$ cat src/rtl/pwm_pkg.sv
// Shared PWM link constants and FSM state type; the period default must match the receiver.
// No logic: latency and backpressure are defined by the modules that import this package.
package pwm_pkg;

  localparam int CNT_W_DEF    = 10;
  localparam int PERIOD_DEF   = 512;
  localparam int PRESCALE_DEF = 4;

  typedef enum logic [1:0] {
    IDLE  = 2'd0,
    RUN   = 2'd1,
    DRAIN = 2'd2
  } pwm_state_t;

  // A divide-by-1 prescaler still needs a 1-bit register to keep the port widths legal.
  function automatic int ps_width(input int prescale);
    return (prescale > 1) ? $clog2(prescale) : 1;
  endfunction

endpackage

$ cat src/rtl/pwm_prescaler.sv
// Clock divider for the PWM period counter: tick is combinational from the divider register.
// Held at 0 while run is low; no backpressure.
module pwm_prescaler
  import pwm_pkg::*;
#(
  parameter int PRESCALE = PRESCALE_DEF
) (
  input  logic clk,
  input  logic rst_n,
  input  logic run,
  output logic tick
);

  localparam int              PS_W = ps_width(PRESCALE);
  localparam logic [PS_W-1:0] LAST = PS_W'(PRESCALE - 1);

  logic [PS_W-1:0] r_cnt;
  logic            w_last;

  assign w_last = (r_cnt == LAST);
  assign tick   = run && w_last;

  always_ff @(posedge clk or negedge rst_n) begin
    if (!rst_n) begin
      r_cnt <= '0;
    end else if (!run || w_last) begin
      r_cnt <= '0;
    end else begin
      r_cnt <= r_cnt + 1'b1;
    end
  end

endmodule

$ cat src/rtl/pwm_generator.sv
// PWM transmitter: duty word -> registered pwm_out, 1 clk after the counter/duty update.
// One-deep duty slot; duty_ready drops while a value waits for the next period boundary.
module pwm_generator
  import pwm_pkg::*;
#(
  parameter int CNT_W    = CNT_W_DEF,
  parameter int PERIOD   = PERIOD_DEF,
  parameter int PRESCALE = PRESCALE_DEF
) (
  input  logic             clk,
  input  logic             rst_n,
  input  logic             enable,
  input  logic [CNT_W-1:0] duty_in,
  input  logic             duty_valid,
  output logic             duty_ready,
  output logic             pwm_out,
  output logic             period_start,
  output logic             busy
);

  localparam logic [CNT_W-1:0] CNT_LAST = CNT_W'(PERIOD - 1);

  pwm_state_t       r_state;
  logic [CNT_W-1:0] r_cnt;
  logic [CNT_W-1:0] r_active_duty;
  logic [CNT_W-1:0] r_pending_duty;
  logic             r_pending;
  logic             r_pwm;
  logic             r_period_start;
  logic             r_busy;

  logic [CNT_W-1:0] w_cnt_next;
  logic [CNT_W-1:0] w_duty_next;
  logic             w_run;
  logic             w_tick;
  logic             w_wrap;
  logic             w_start;
  logic             w_accept;
  logic             w_load;
  logic             w_high;

  assign w_run = (r_state != IDLE);

  pwm_prescaler #(
    .PRESCALE(PRESCALE)
  ) u_prescaler (
    .clk  (clk),
    .rst_n(rst_n),
    .run  (w_run),
    .tick (w_tick)
  );

  assign w_wrap   = w_tick && (r_cnt == CNT_LAST);
  assign w_start  = (r_state == IDLE) && enable;
  assign w_accept = duty_valid && !r_pending;
  assign w_load   = w_start || w_wrap;

  always_comb begin
    w_cnt_next = r_cnt;
    if (!w_run || w_wrap) begin
      w_cnt_next = '0;
    end else if (w_tick) begin
      w_cnt_next = r_cnt + 1'b1;
    end
  end

  // A word accepted on the boundary cycle itself goes straight to the active duty.
  always_comb begin
    w_duty_next = r_active_duty;
    if (w_load) begin
      if (r_pending) begin
        w_duty_next = r_pending_duty;
      end else if (w_accept) begin
        w_duty_next = duty_in;
      end
    end
  end

  assign w_high = (w_cnt_next < w_duty_next);

  always_ff @(posedge clk or negedge rst_n) begin
    if (!rst_n) begin
      r_cnt          <= '0;
      r_active_duty  <= '0;
      r_pending_duty <= '0;
      r_pending      <= 1'b0;
    end else begin
      r_cnt         <= w_cnt_next;
      r_active_duty <= w_duty_next;
      if (w_load) begin
        r_pending <= 1'b0;
      end else if (w_accept) begin
        r_pending      <= 1'b1;
        r_pending_duty <= duty_in;
      end
    end
  end

  always_ff @(posedge clk or negedge rst_n) begin
    if (!rst_n) begin
      r_state        <= IDLE;
      r_pwm          <= 1'b0;
      r_period_start <= 1'b0;
      r_busy         <= 1'b0;
    end else begin
      r_period_start <= 1'b0;
      case (r_state)
        IDLE: begin
          if (enable) begin
            r_state        <= RUN;
            r_pwm          <= w_high;
            r_busy         <= 1'b1;
            r_period_start <= 1'b1;
          end else begin
            r_pwm  <= 1'b0;
            r_busy <= 1'b0;
          end
        end
        RUN: begin
          r_pwm          <= w_high;
          r_busy         <= 1'b1;
          r_period_start <= w_wrap;
          if (!enable) begin
            r_state <= DRAIN;
          end
        end
        DRAIN: begin
          // Re-enabling mid-drain keeps the counter running, so the waveform never gaps.
          if (enable) begin
            r_state        <= RUN;
            r_pwm          <= w_high;
            r_period_start <= w_wrap;
          end else if (w_wrap) begin
            r_state <= IDLE;
            r_pwm   <= 1'b0;
            r_busy  <= 1'b0;
          end else begin
            r_pwm <= w_high;
          end
        end
        default: begin
          r_state <= IDLE;
          r_pwm   <= 1'b0;
          r_busy  <= 1'b0;
        end
      endcase
    end
  end

  assign duty_ready   = !r_pending;
  assign pwm_out      = r_pwm;
  assign period_start = r_period_start;
  assign busy         = r_busy;

endmodule

$ cat config.mk
export PLATFORM = sky130hd
export DESIGN_NAME = pwm_generator
export DESIGN_NICKNAME = d
export VERILOG_FILES = /design/src/rtl/pwm_pkg.sv /design/src/rtl/pwm_prescaler.sv /design/src/rtl/pwm_generator.sv
export SDC_FILE = /design/constraint.sdc
export NUM_CORES = 1
export LEC_CHECK = 0
export ABC_CLOCK_PERIOD_IN_PS = 3900
export CELL_PAD_IN_SITES_DETAIL_PLACEMENT = 0
export CELL_PAD_IN_SITES_GLOBAL_PLACEMENT = 1
export CORE_MARGIN = 2
export CORE_UTILIZATION = 45
export DETAILED_ROUTE_END_ITERATION = 8
export HOLD_SLACK_MARGIN = 0.05
export PLACE_DENSITY_LB_ADDON = 0.3
export SYNTH_ARGS = -nofsm -noshare
export SYNTH_HDL_FRONTEND = slang
export SYNTH_SLANG_ARGS = --single-unit
$ cat constraint.sdc
create_clock -name clk -period 3.9 [get_ports clk]
set_clock_uncertainty 0.2 [all_clocks]
set_input_delay 0.78 -clock clk [delete_from_list [all_inputs] [get_ports clk]]
set_output_delay 0.78 -clock clk [all_outputs]
set_load 0.005 [all_outputs]
==> results.md, run 1 <==
* CP Cell Sequence: clkdlybuf4s50_1 > nand2b_1 > nor2_1 > nor2_1 > a211oi_1 > ha_1 > and4_1 > and3_1 > a211o_1 > a211oi_1
* Hold Path Class: flip-flop to flip-flop
* Layout cell share with drive strength beyond 1 at 0.115
* Max clock buf depth at 2
* 1st-iter DRT viols at 54
* Number of port buffers at 17
* Largest area contributor in the netlist: dfrtp_1
* DRC Markers at 0
* Dominant cells by area after synthesis: dfrtp_1 (44%), mux2_4 (6.9%), ha_1 (6.4%)
* Worst EP arrival at 3590 ps
* Hold Buf Count CTS at 0
* Register area at 951 sq um
* Site row count at 25
* Pre-antenna DRT Iters at 4
* DR vias/cell at 5.72
* Ports at 18
* Tcrit/Tclk final at 0.921
* Core ar. at 0.00469 sq mm
* Die Y at 73.4 um
* Total clock sinks at 38
* Number of nets with antenna violations after routing at 0
* Max Slew Vio Count at 0
* Max_slew headroom at 0.349
* Startpoint types: input pin
* Fin worst setup slack at 307 ps
* Netlist cell types at 42
* Diodes inserted at 0
* PD cells at 455 mW/mm^2
* Top cell type's share of synthesized area at 0.439
* Initial antenna violation count at 0
* Most frequent cells in the layout: dfrtp_1 (38), nand2_1 (26), clkdlybuf4s50_1 (16), nor2_1 (15)
* CTS root buf: clkbuf_8
* Post-synthesis instance area at 0.00217 sq mm
* DR vias at 1,601
* CTS tree: yes
* Critical Path End Type: flip-flop
* DIE AREA at 0.00538 sq mm
* Critical path class: input pin to flip-flop
* Run status: finished clean
* Sequential share of the synthesized area at 0.439
* Nets at 250
* DR WL/cell at 15.6 um
* WHS at 240 ps
* Register bit total from synthesis at 38
* Multi-input gate area at 0.00114 sq mm
* Actual slew at the worst max-slew pin at 973 ps
* Syn_area_per_cell at 10.4 sq um
* Cell count after synthesis at 208
* Clock transition at path regs at 80 ps
* Initial core utilization at 0.462
* Peak Freq at 0.278 GHz
* Largest net degree at the start of global routing at 39
* Total track usage at 0.177
* Filler cells at 439
* Slowest stage cell, crit path: nor2_1
* Fin util at 0.522
* Leak Pwr at 1.12 nW
* Max IR drop VDD at 0.252 mV
* Skew-Pair Late Insertion Delay at 290 ps
* Post-synth EDFFs at 0
* CP Data Required Time at 3900 ps
* Total grt overflow at 0
* DRT Wirelength at 4.38 mm
* CP max stage delay at 750 ps
* PostCTS Resize Cnt at 0
* RSZ-0062 raised after global routing: no
* FFs w/ async S/R, synth at 1.00
* Total CTS buffers at 5
* Ys Warns at 0
* Synthesized Nets at 233
* Ys flop type: dfrtp_1
* Final TNS setup at 0 ps
* Crit Path Max Fanout at 16
* Final setup fails at 0
* Dpl hpwl at 3.27 mm
* CTS H-tree lvls at 2
* Post-DP Area at 0.00236 sq mm
* Endpoints failing hold at 0
* Pre-CTS setup slack at 35.8 ps
* Post-route cell area at 0.00245 sq mm
* First-pass GRT wire length at 7.30 mm
* Max-cap violation count at 0
* Post-layout min period at 3590 ps
* Most common cell after layout, fill and taps aside: dfrtp_1
* Area Overhead vs Synth at 13.0%
* Post-CTS setup buffers at 0
* Vias in the first global route at 1,601
* GP Congestion at 0.816
* Die width at 73.4 um
==> cell type report <==
cell class	count	share of cell area
clock buffer	7	0.0353
clock inverter	1	0.00204
inverter	2	0.00307
multi-input combinational	158	0.467
sequential	38	0.389
tap	54	0.0276
timing repair buffer	20	0.0767
==> layer usage <==
metal / GRT usage / vias to the layer above / wire length, um
li1: - / 794 / -
met1: 0.219 / 774 / 2070
met2: 0.303 / 24 / 2130
met3: 0.0412 / 9 / 128
met4: 0.0586 / 0 / 56
met5: 0 / - / 0
==> worst paths after layout <==
kind	end	depth (start not counted)	startpoint	slack [ps]
max	pwm_out$_DFF_PN0_	10	enable	310
min	u_prescaler.r_cnt[0]$_DFF_PN0_	1	u_prescaler.r_cnt[0]$_DFF_PN0_	240
max reg2reg	pwm_out$_DFF_PN0_	11	u_prescaler.r_cnt[0]$_DFF_PN0_	420
min reg2reg	u_prescaler.r_cnt[0]$_DFF_PN0_	1	u_prescaler.r_cnt[0]$_DFF_PN0_	240
max in group asynchronous	r_active_duty[6]$_DFF_PN0_	1	rst_n	2560
min in group asynchronous	pwm_out$_DFF_PN0_	1	rst_n	400
==> worst max-delay path, delay by kind of cell <==
kind | cells | cell delay [ps]
compound gates | 3 | 600
fa+ha+maj | 1 | 350
buf+inv | 1 | 470
simple gates | 5 | 1410
==> synth_stat cells, types with 2 or more instances <==
| cell type | count |
|---|---|
| nor2_1 | 15 |
| mux2i_1 | 2 |
| and2_1 | 9 |
| a22o_1 | 2 |
| nand3_1 | 5 |
| dfrtp_1 | 38 |
| nand2_1 | 26 |
| ha_1 | 11 |
| a211o_1 | 9 |
| nand2b_1 | 3 |
| xor2_1 | 4 |
| nor3_1 | 3 |
| mux2_4 | 10 |
| clkbuf_1 | 5 |
| a22oi_1 | 9 |
| inv_1 | 2 |
| a21oi_1 | 6 |
| a211oi_1 | 11 |
| xnor2_1 | 4 |
| and3_1 | 2 |
| and4_1 | 2 |
| buf_6 | 3 |
| a31oi_1 | 2 |
| o21ai_0 | 5 |
| nand4_1 | 3 |
==> stage by stage <==
stage | std cells | total power [mW]
after global routing | 280 | 1.19
after detailed placement | 272 | 0.846
after global placement | 272 | 0.829
final | 280 | 1.11
after floorplan | 208 | 0.760
after CTS | 280 | 1.12
==> kinds of logic after synthesis <==
| group | after synthesis | share of synthesized area |
|---|---|---|
| compound gates | 52 | 0.181 |
| xor+xnor | 8 | 0.0323 |
| fa+ha+maj | 11 | 0.0635 |
| buf+inv | 12 | 0.0335 |
| flops | 38 | 0.439 |
| mux | 12 | 0.0786 |
| simple gates | 75 | 0.172 |
==> registers in the layout, summed over array words and instances, names as in the netlist <==
name               cells
r_pending_duty        10
r_active_duty         10
u_prescaler.r_cnt      2
pwm_out                1
r_state                2
busy                   1
r_cnt                 10
period_start           1
r_pending              1
==> report_power, final <==
group	internal (mW)	switching (mW)
logic	0.164	0.132
registers	0.482	0.0606
clock network	0.143	0.133
(Power assumes the default switching activity.)
==> run 2: changes to the inputs <==
--- a/config.mk
+++ b/config.mk
@@ -5,10 +5,11 @@
 export SDC_FILE = /design/constraint.sdc
 export NUM_CORES = 1
 export LEC_CHECK = 0
-export ABC_CLOCK_PERIOD_IN_PS = 3900
+export ABC_CLOCK_PERIOD_IN_PS = 3700
+export CAP_MARGIN = 30
 export CELL_PAD_IN_SITES_DETAIL_PLACEMENT = 0
 export CELL_PAD_IN_SITES_GLOBAL_PLACEMENT = 1
-export CORE_MARGIN = 2
+export CORE_MARGIN = 4
 export CORE_UTILIZATION = 45
 export DETAILED_ROUTE_END_ITERATION = 8
 export HOLD_SLACK_MARGIN = 0.05
==> constraint.sdc (replaced) <==
create_clock -name clk -period 3.7 [get_ports clk]
set_clock_uncertainty 0.2 [all_clocks]
set_input_delay 0.74 -clock clk [delete_from_list [all_inputs] [get_ports clk]]
set_output_delay 0.74 -clock clk [all_outputs]
set_load 0.005 [all_outputs]
==> results.md, run 2 (synthesized netlist as in run 1, its figures left out) <==
* Clock transition at path regs at 70 ps
* Dpl hpwl at 3.39 mm
* DR vias/cell at 5.86
* CP max stage delay at 700 ps
* Initial antenna violation count at 0
* CP Cell Sequence: ha_1 > o211ai_4 > or4_4 > a22oi_1 > a211oi_1 > ha_1 > and4_1 > and3_1 > a211o_1 > a211oi_1
* Diodes inserted at 0
* Run status: finished clean
* CP Data Required Time at 3690 ps
* DR vias at 1,617
* Endpoints failing hold at 0
* CTS H-tree lvls at 2
* Most frequent cells in the layout: dfrtp_1 (38), nand2_1 (26), clkdlybuf4s50_1 (16), nor2_1 (14)
* GP Congestion at 0.819
* Die width at 77.4 um
* DRC Markers at 0
* RSZ-0062 raised after global routing: no
* Power consumption at 1.16 mW
* Layout cell share with drive strength beyond 1 at 0.116
* Startpoint types: flip-flop
* Total grt overflow at 0
* R2R Setup Slk at 310 ps
* Ports at 18
* Crit Path Max Fanout at 18
* Total track usage at 0.156
* Biggest regs: r_active_duty (10), r_cnt (10), r_pending_duty (10)
* Fin util at 0.541
* Tcrit/Tclk final at 0.917
* Skew-Pair Late Insertion Delay at 280 ps
* DRT Wirelength at 4.44 mm
* Max_slew headroom at 0.436
* Final setup fails at 0
* Critical Path End Type: flip-flop
* Post-CTS setup buffers at 0
* Vias in the first global route at 1,654
* Most common cell after layout, fill and taps aside: dfrtp_1
* Post-layout min period at 3390 ps
* Register area at 951 sq um
* Filler cells at 397
* Hold Path Class: flip-flop to flip-flop
* Total CTS buffers at 5
* Max-cap violation count at 0
* WHS at 243 ps
* Initial core utilization at 0.481
* Largest net degree at the start of global routing at 39
* Actual slew at the worst max-slew pin at 846 ps
* Hold Buf Count CTS at 0
* First-pass GRT wire length at 7.60 mm
* Area Overhead vs Synth at 12.6%
* Number of port buffers at 17
* Core ar. at 0.00450 sq mm
* Multi-input gate area at 0.00114 sq mm
* Peak Freq at 0.295 GHz
* Total clock sinks at 38
* CTS tree: yes
* CTS root buf: clkbuf_8
* Site row count at 24
* Pre-CTS setup slack at -131 ps
* Pre-antenna DRT Iters at 4
* PD cells at 475 mW/mm^2
* Leak Pwr at 1.11 nW
* Nets at 250
* Fin worst setup slack at 307 ps
* DIE AREA at 0.00599 sq mm
* Number of nets with antenna violations after routing at 0
* 1st-iter DRT viols at 99
* Slowest stage cell, crit path: or4_4
* Max IR drop VDD at 0.224 mV
* Worst EP arrival at 3380 ps
* Max Slew Vio Count at 0
* Max clock buf depth at 2
* Die Y at 77.4 um
* DR WL/cell at 16.1 um
* Critical path class: flip-flop to flip-flop
[run 2: area by class of cell]
class	instances	share of cell area
Multi-Input combinational cell	158	0.469
Timing Repair Buffer	20	0.0770
Sequential cell	38	0.390
Inverter	2	0.00308
Tap cell	52	0.0267
Clock buffer	6	0.0339
[run 2: power by group]
part           switching, mW  total [mW]  internal [mW]
clock network          0.134       0.277          0.144
logic                  0.136       0.309          0.173
registers             0.0633       0.571          0.508
total                  0.333        1.16          0.824
[run 2: repair_timing]
action | in CTS | in global routing
resized for setup | 0 | 1
hold endpoints to repair | 0 | 0
setup endpoints to repair | 0 | 1
[run 2: final timing paths]
check	cells after the start	startpoint	endpoint
min in group asynchronous	1	rst_n	r_cnt[3]$_DFF_PN0_
worst min register to register	1	u_prescaler.r_cnt[0]$_DFF_PN0_	u_prescaler.r_cnt[0]$_DFF_PN0_
worst max-delay path	10	u_prescaler.r_cnt[0]$_DFF_PN0_	pwm_out$_DFF_PN0_
worst min-delay path	1	u_prescaler.r_cnt[0]$_DFF_PN0_	u_prescaler.r_cnt[0]$_DFF_PN0_
worst max register to register	10	u_prescaler.r_cnt[0]$_DFF_PN0_	pwm_out$_DFF_PN0_
max in group asynchronous	1	rst_n	r_pending_duty[7]$_DFFE_PN0P_
[run 2: routing by layer]
| metal | vias to the layer above | track usage | part of all wire |
|---|---|---|---|
| met3 | 2 | 0.0370 | 0.039 |
| met5 | - | 0 | 0 |
| met4 | 0 | 0.0427 | 0.0034 |
| li1 | 795 | - | - |
| met2 | 32 | 0.271 | 0.50 |
| met1 | 788 | 0.196 | 0.46 |
[run 2: stage by stage]
step	instances	cell area (sq um)	TNS, ps
2_1_floorplan	208	2170	0
5_1_grt	276	2440	0
3_3_place_gp	270	2350	-9.48
6_report	276	2440	0
3_5_place_dp	270	2350	-131
4_1_cts	276	2440	0
[run 2: critical path, delay by kind of cell (launching register included)]
family,cells,cell delay (ps)
DFF,1,350
and+or+nand+nor,3,1080
adders and majority gates,2,690
AOI/OAI and AO/OA,5,970
==> run 3: changes to the inputs <==
--- a/config.mk
+++ b/config.mk
@@ -10,10 +10,11 @@
 export CELL_PAD_IN_SITES_DETAIL_PLACEMENT = 0
 export CELL_PAD_IN_SITES_GLOBAL_PLACEMENT = 1
 export CORE_MARGIN = 4
-export CORE_UTILIZATION = 45
+export CORE_UTILIZATION = 46
 export DETAILED_ROUTE_END_ITERATION = 8
 export HOLD_SLACK_MARGIN = 0.05
 export PLACE_DENSITY_LB_ADDON = 0.3
 export SYNTH_ARGS = -nofsm -noshare
 export SYNTH_HDL_FRONTEND = slang
+export SYNTH_HIERARCHICAL = 1
 export SYNTH_SLANG_ARGS = --single-unit
==> results.md, run 3 <==
* Critical Path End Type: flip-flop
* DRC Markers at 0
* Most frequent cells after synthesis: dfrtp_1 (38), nor2_1 (18), a21oi_1 (15), nand3_1 (13), nand2b_1 (12)
* Hold Buf Count CTS at 0
* Vias in the first global route at 1,705
* DR vias at 1,598
* Top cell type's share of synthesized area at 0.440
* Number of nets with antenna violations after routing at 0
* CTS H-tree lvls at 2
* Total track usage at 0.169
* Max_slew headroom at 0.434
* Crit Path Max Fanout at 10
* Netlist cell types at 44
* Run status: finished clean
* Skew-Pair Late Insertion Delay at 290 ps
* Site row count at 24
* 1st-iter DRT viols at 95
* Nets at 246
* CP Data Required Time at 3700 ps
* Pre-antenna DRT Iters at 4
* Largest area contributor in the netlist: dfrtp_1
* RSZ-0062 raised after global routing: no
* Met2 Use GR at 0.275
* Startpoint types: flip-flop
* Total CTS buffers at 5
* Peak Freq at 0.298 GHz
* Critical path class: flip-flop to flip-flop
* Area Overhead vs Synth at 16.6%
* Core ar. at 0.00444 sq mm
* Worst EP arrival at 3360 ps
* Leak Pwr at 1.07 nW
* Most common cell after layout, fill and taps aside: dfrtp_1
* Sequential share of the synthesized area at 0.440
* CTS tree: yes
* CP startpoint: r_state[0]$_DFFE_PN0P_
* FFs w/ async S/R, synth at 1.00
* Final TNS setup at 0 ps
* Hold Path Class: flip-flop to flip-flop
* GP Congestion at 0.809
* M1 GR Usage at 0.220
* Most frequent cells in the layout: dfrtp_1 (38), nor2_1 (18), clkdlybuf4s50_1 (16), a21oi_1 (15)
* DRT Wirelength at 4.48 mm
* Worst r2r src: r_state[0]$_DFFE_PN0P_
* Max Slew Vio Count at 0
* Number of port buffers at 17
* DR vias/cell at 5.83
* Diodes inserted at 0
* Tcrit/Tclk final at 0.908
* Dpl hpwl at 3.33 mm
* First-pass GRT wire length at 7.99 mm
* Synthesized Nets at 216
* Initial antenna violation count at 0
* WHS at 256 ps
* PD cells at 474 mW/mm^2
* PostCTS Resize Cnt at 0
* M3 GR Usage at 0.0378
* Register bit total from synthesis at 38
* CTS root buf: clkbuf_8
* Max clock buf depth at 2
* Biggest regs: r_active_duty (10), r_cnt (10), r_pending_duty (10)
* Die Y at 76.5 um
* Ys Warns at 6
* Most common cell in the netlist: dfrtp_1
* Total clock sinks at 38
* Max IR drop VDD at 0.224 mV
* Filler cells at 404
* Endpoints failing hold at 0
* DIE AREA at 0.00586 sq mm
* Layout cell share with drive strength beyond 1 at 0.221
* Syn_area_per_cell at 11.3 sq um
* GR peak layer: met2
* Initial core utilization at 0.486
* Ys flop type: dfrtp_1
* Final setup fails at 0
* Post-synthesis instance area at 0.00216 sq mm
* Ports at 18
* Cell count after synthesis at 191
* Dominant cells by area after synthesis: dfrtp_1 (44%), ha_1 (6.4%), mux2_2 (5.2%)
* Post-synth EDFFs at 0
* Max-cap violation count at 0
* Hold_sp: u_prescaler/r_cnt[0]$_DFF_PN0_
* Actual slew at the worst max-slew pin at 849 ps
* Die width at 76.5 um
* Clock transition at path regs at 70 ps
* Post-CTS setup buffers at 0
* Total grt overflow at 0
* Post-layout min period at 3360 ps
* Largest net degree at the start of global routing at 39
* DR WL/cell at 16.3 um
## run 3: cell count changes in the layout (fill, tap and decap cells not counted), sizes merged, moves of 9 or more
cell    delta
a21oi      +9
a221o      +9
nand3     +11
nand2     -23
buf       +10
nand2b     +9
a211oi    -10
a221oi     +9
a22oi      -9
a211o      -9
## run 3: cell families (layout without fill, tap and decap cells)
| kind of cell | Yosys count | count (layout) | share of synthesized area |
|---|---|---|---|
| XOR/XNOR | 9 | 9 | 0.0365 |
| multiplexers | 11 | 11 | 0.0567 |
| AO/OA/AOI/OAI | 48 | 48 | 0.188 |
| adder cells (fa/ha/maj) | 11 | 11 | 0.0637 |
| flip-flops | 38 | 38 | 0.440 |
| buffers and inverters | 10 | 41 | 0.0336 |
| AND/OR/NAND/NOR | 64 | 64 | 0.181 |
## run 3: final timing paths
path                                                  endpoint  slack, ps  depth (start not counted)
worst max-delay path                         pwm_out$_DFF_PN0_        340                         13
worst min-delay path            u_prescaler/r_cnt[0]$_DFF_PN0_        260                          1
worst max register to register               pwm_out$_DFF_PN0_        340                         13
worst min register to register  u_prescaler/r_cnt[0]$_DFF_PN0_        260                          1
max in group asynchronous           r_active_duty[3]$_DFF_PN0_       2400                          1
min in group asynchronous       u_prescaler/r_cnt[1]$_DFF_PN0_        350                          1
## run 3: where the power goes
part / switching [mW] / internal [mW] / total (mW)
Sequential: 0.0732 / 0.509 / 0.582
Combinational: 0.143 / 0.179 / 0.322
Clock: 0.140 / 0.150 / 0.290
Total: 0.356 / 0.838 / 1.19
## run 3: per-stage QoR
step	instances	util	worst slack, ps	power (mW)	area, sq um
global placement	262	0.539	92.1	0.893	2400
CTS	270	0.560	181	1.21	2490
global route	274	0.567	41.9	1.28	2520
finish	274	0.567	339	1.19	2520
detailed placement	262	0.539	39.3	0.908	2400
floorplan	191	-	501	0.808	2160
## run 3: cell type report
type	instances	area [sq um]	share of cell area
Timing Repair Buffer	30	263	0.104
Multi-Input combinational cell	143	1140	0.452
Tap cell	52	65.1	0.0258
Sequential cell	38	951	0.378
Clock inverter	1	5.00	0.00199
Clock buffer	7	86.3	0.0343
Inverter	3	11.3	0.00447
## run 3: critical path: stages (launching register included)
cell,delay (ps)
dfrtp_1,490
nor2_1,140
inv_1,90
and2_2,230
nand3_2,200
o31a_1,370
buf_4,190
a221oi_1,320
ha_1,300
a21oi_1,140
nor2_1,60
a211oi_1,230
o211ai_1,130
a311oi_2,190
## run 3: per-layer routing
layer	vias up	share of wire
li1	786	-
met1	779	0.47
met2	27	0.48
met3	6	0.033
met4	0	0.015
met5	-	0
